File: src/rtl/mux_4a1.sv
// mux_4a1 -- registered 4:1 multiplexer with capture enable.
//
// On every rising edge of clk where en is high, the input chosen by sel is
// captured into outMux (sel 0..3 -> in1..in4). With en low, outMux holds.
// out_valid is en delayed by one edge, so it flags the cycle right after a
// capture. rst_n asynchronously forces outMux to RESET_VAL and out_valid low.
//
// Ports:
//   clk        in   clock, all state updates on the rising edge
//   rst_n      in   asynchronous active-low reset
//   in1..in4   in   WIDTH-bit data inputs
//   sel        in   2-bit select code, every code is legal
//   en         in   capture enable, active high
//   outMux     out  WIDTH-bit registered mux result
//   out_valid  out  high for one cycle after each capture
//
// Handshake: out_valid is a pure qualifier with no back-pressure. When it is
// high, outMux carries the value captured at the previous edge; when it is
// low, outMux is still meaningful but is a held value, not a new capture.
module mux_4a1 #(
  parameter int unsigned            WIDTH     = 8,
  parameter logic [WIDTH-1:0]       RESET_VAL = '0
) (
  input  logic             clk,
  input  logic             rst_n,
  input  logic [WIDTH-1:0] in1,
  input  logic [WIDTH-1:0] in2,
  input  logic [WIDTH-1:0] in3,
  input  logic [WIDTH-1:0] in4,
  input  logic [1:0]       sel,
  input  logic             en,
  output logic [WIDTH-1:0] outMux,
  output logic             out_valid
);

  logic [WIDTH-1:0] sel_data;
  logic [WIDTH-1:0] out_mux_d;
  logic [WIDTH-1:0] out_mux_q;
  logic             out_valid_d;
  logic             out_valid_q;

  // All four codes are decoded explicitly, so there is no fall-through path.
  always_comb begin
    sel_data = in1;
    unique case (sel)
      2'd0: sel_data = in1;
      2'd1: sel_data = in2;
      2'd2: sel_data = in3;
      2'd3: sel_data = in4;
    endcase
  end

  always_comb begin
    out_mux_d   = out_mux_q;
    out_valid_d = en;
    if (en) begin
      out_mux_d = sel_data;
    end
  end

  always_ff @(posedge clk or negedge rst_n) begin
    if (!rst_n) begin
      out_mux_q   <= RESET_VAL;
      out_valid_q <= 1'b0;
    end else begin
      out_mux_q   <= out_mux_d;
      out_valid_q <= out_valid_d;
    end
  end

  assign outMux    = out_mux_q;
  assign out_valid = out_valid_q;

endmodule

File: config.mk
export PLATFORM = sky130hd
export DESIGN_NAME = mux_4a1
export DESIGN_NICKNAME = d
export VERILOG_FILES = /design/src/rtl/mux_4a1.sv
export SDC_FILE = /design/constraint.sdc
export NUM_CORES = 1
export LEC_CHECK = 0
export CORE_ASPECT_RATIO = 1.25
export CORE_MARGIN = 2
export CORE_UTILIZATION = 31
export DETAILED_ROUTE_END_ITERATION = 10
export PLACE_DENSITY = 0.78
export SYNTH_ARGS = -nofsm -noshare
export SYNTH_HDL_FRONTEND = slang
export SYNTH_SLANG_ARGS = --single-unit
File: constraint.sdc
create_clock -name clk -period 0.8 [get_ports clk]
set_input_delay 0.12 -clock clk [delete_from_list [all_inputs] [get_ports clk]]
set_output_delay 0.12 -clock clk [all_outputs]
set_load 0.01 [all_outputs]
==> After elaboration in Yosys (flattened, before gate mapping) <==
Cells that the tools add are included.
{ "totals": {"reg_bits": 9, "input_bits": 37, "out_inout_bits": 9, "wordCells": 7} }
{ "op_classes": {"n_eq_ne": 3, "muxes": 1, "n_reduce_logical": 1} }
{ "op_table": {"columns": ["op", "n"], "rows": [
  ["$pmux W8 S4", 1],
  ["$eq A2 B2 Y1 const B", 2],
  ["$eq A2 B1 Y1 const B", 1],
  ["$logic_not A2 Y1", 1]
]} }

==> Depth between registers and ports, before layout <==
{ "logic_depth": {"word_depth": 2, "mapped_depth": 4, "depth_no_buf": 2} }

==> Worst setup path before layout <==
No wires, ideal clock.
{ "synth_timing": {"kind": "input-to-reg", "from": "input port sel[0]", "to": "register out_mux_q[0], in the netlist outMux[0]", "t_arrival_ns": 0.658, "path_slack_ns": 0.001, "path_stages": 4, "path_buffers": 2, "cell_sequence": "buf_6 -> buf_12 -> mux2i_1 -> o221ai_1"} }
{ "synth_via": {"elab_chain_cells": 2} }
{ "synth_lines": {"columns": ["item", "line", "rtl"], "rows": [
  ["start: declaration", "30", "input logic [1:0] sel,"],
  ["$eq A2 B2 Y1 (tied with other cells)", "45", "unique case (sel)"],
  ["$pmux W8 S4 *", "45", null],
  ["end signal: assignment", "66", "out_mux_q <= out_mux_d;"],
  ["end: declaration", "38", "logic [WIDTH-1:0] out_mux_q;"]
]} }
Every way passes the cells marked *; elsewhere a longest branch is shown, timed or not.
A chain may end at the register's enable or synchronous reset.

==> Final worst setup path <==
{ "layout_timing": {"from": "register out_mux_q[4], in the netlist outMux[4]", "to": "output port outMux[4]"} }
{ "layout_lines": {"columns": ["item", "line", "rtl"], "rows": [
  ["end: declaration", "32", "output logic [WIDTH-1:0] outMux,"]
]} }
No word-level cell between the ends.

==> flow_metrics.tcl <==
set metrics [dict create \
    crit_buf_inv 1 \
    skew_ns 0 \
    cts_buffer_depth 2 \
    power.share.sequential 0.372 \
    critPathSlowestCell "dfrtp_1" \
    finalCritPeriodShare 1.15 \
    sw_frac_of_total 0.268 \
    num-fill-cells 132 \
    critical-path-max-stage-delay_ns 0.40 \
    slew_headroom 0.862 \
    clkTransAtPathRegs_ns 0.07 \
    cts-root-buf "clkbuf_4" \
    die_y_um 51.1 \
    cp_cell_sequence "buf_2" \
    setup_viol 10 \
    drv_slew 0 \
    internal_power_mw 1.05 \
    violations "negative setup slack" \
    area_growth_pct 106 \
    status "complete, but fails checks" \
    grtUsageTotal 0.175 \
    grt_pass1_wl_mm 2.84 \
    cap_viol_max_count 0 \
    finalCriticalPeriod_ns 0.922 \
    antenna_found_initial 0 \
    initial_utilization 0.320 \
    rr_startpoint "outMux[4]" \
    fin_area_um2 1140 \
    whs_ns 0.148 \
    grt.overflow.total 0 \
    numPortBuffers 45 \
    share_comb_of_total_power 0.383 \
    drt_iter0_markers 1 \
    hold_class "input port to asynchronous set/reset pin" \
    dieArea_um2 2130 \
    insertion_delay_ns 0.26 \
    place_area_um2 1050 \
    final_util 0.659 \
    synth_area_um2 551 \
    tightest_slew_ns 0.201 \
    htreeDepth 1 \
    wirelength_mm 1.93 \
    num_rows 17 \
    worst_slack_ns -0.122 \
    r2r_end "outMux[4]" \
    design.portCount 46 \
    yosys_warnings 0 \
    r2r_cells 3 \
    cp_data_required_time_ns 0.68 \
    cts_tree "done" \
    drive_gt1_frac 0.311 \
    synth.largest_area_cell "dfrtp_1" \
    ir_worst_vdd_v 0.000703 \
    cp.arrival_ns 0.80 \
    leakagePower_nw 0.515 \
    reg2reg_slack_ns -0.01 \
    power.density_nw_per_um2 1270 \
    n_antenna_cell 0 \
    coreArea_um2 1720 \
    cts_sinks 9 \
    nets 141 \
    dieWidth_um 41.7 \
    drc_errors 0 \
    yosys_register_bits 9 \
    wl_per_cell_um 15.8 \
    critPathCaptureType "output port" \
    p_clk_frac 0.246 \
    rsz0062_at_grt "true" \
    grt_pass1_vias 590 \
    yosysSeqAreaShare 0.409 \
    firstDrtPassIters 3 \
    clock.fmax_mhz 1080 \
    gp_congestion 0.749 \
    power_switching_mw 0.386 \
    startpoint "outMux[4]" \
    vias 605 \
    crit_type "flip-flop to output port" \
    startpoint_type "flip-flop" \
    ant_nets 0 \
    cp.depth 1 \
    cp_max_fo 2 \
    yosysUniqueCellTypes 8 \
    syn_avg_cell_area_um2 12.0 \
    timing_hold_violations_final 0 \
    critPathTopFamily "flip-flops" \
    synth_cells 46 \
    synth_nets 83 \
    cts-buffers-inserted 3 \
    grt_max_degree 10 \
    yosys.area.top_type_share 0.409 \
    synth_area_leaders "dfrtp_1, mux2i_1, o221ai_1" \
    viasPerCell 4.96 \
]
[through the flow]
step	setup slack, ns	power, mW	setup TNS, ns	std cells
final	-0.122	1.44	-0.822	122
after global routing	-0.147	1.52	-1.18	122
after CTS	-0.0998	1.41	-0.831	122
after detailed placement	-0.520	1.05	-5.73	113
after global placement	-0.498	1.04	-5.46	113
after floorplan	0.00129	0.715	0	46
[cell usage after synthesis]
cell type   n
buf_1       1
buf_12      1
buf_6       1
dfrtp_1     9
mux2i_1    16
nand2_1     1
nand2b_1    9
o221ai_1    8
[timing repair]
action                                  4_1_cts  5_1_grt
gates resized for setup                      46        9
endpoints found under the setup margin       17       14
gates cloned                                  1        0
pin swaps                                     0        0
hold buffers                                  0        0
setup buffers                                 4        0
[worst max path at each step]
stage | endpoint | slack (ns)
3_5_place_dp | outMux[0] | -0.52
6_report | outMux[4] | -0.12
3_3_place_gp | outMux[2] | -0.50
5_1_grt | outMux[4] | -0.15
2_1_floorplan | outMux[0] | 0.001
4_1_cts | outMux[5] | -0.1
[logic make-up (layout without fill, tap and decap cells)]
logic type      Yosys count  count (layout)  share of synthesized area
mux                      16              16                      0.291
flops                     9               9                      0.409
buf+inv                   3              60                     0.0636
simple gates             10              10                      0.109
compound gates            8               8                      0.127
[placed cells by master (no fill, tap or decap)]
cell type | netlist | layout
buf_12 | 1 | 1
buf_16 | 0 | 1
buf_2 | 0 | 10
buf_4 | 0 | 7
buf_6 | 1 | 2
clkbuf_1 | 0 | 1
clkbuf_4 | 0 | 3
clkdlybuf4s50_1 | 0 | 33
dfrtp_1 | 9 | 9
dlygate4sd2_1 | 0 | 2
mux2i_1 | 16 | 13
mux2i_2 | 0 | 2
mux2i_4 | 0 | 1
nand2_2 | 0 | 1
nand2b_1 | 9 | 7
nand2b_4 | 0 | 2
o221ai_1 | 8 | 6
o221ai_2 | 0 | 2
[power groups by stage]
stage | sequential [mW] | clock (mW) | combinational (mW)
6_report | 0.535 | 0.353 | 0.551
5_1_grt | 0.541 | 0.391 | 0.587
4_1_cts | 0.532 | 0.359 | 0.523
3_5_place_dp | 0.544 | 0 | 0.508
3_3_place_gp | 0.544 | 0 | 0.497
2_1_floorplan | 0.570 | 0 | 0.145
[flip-flops by register name, indices dropped and copies added, names as in the netlist]
| name | count |
|---|---|
| outMux | 8 |
| out_valid | 1 |
[metal layers]
layer  vias up  global-route usage  wire [um]
li1        292                   -          -
met4         0              0.0323          0
met1       283               0.227        817
met5         -                   0          0
met3         0              0.0601        157
met2        30               0.281        952
[final cells by class]
cell class / count / area [um2] / share of cell area
tap: 19 / 23.8 / 0.0209
sequential: 9 / 225 / 0.198
timing repair buffer: 56 / 520 / 0.458
clock buffer: 4 / 26.3 / 0.0231
multi-input combinational: 34 / 340 / 0.300
(Power assumes the default switching activity.)
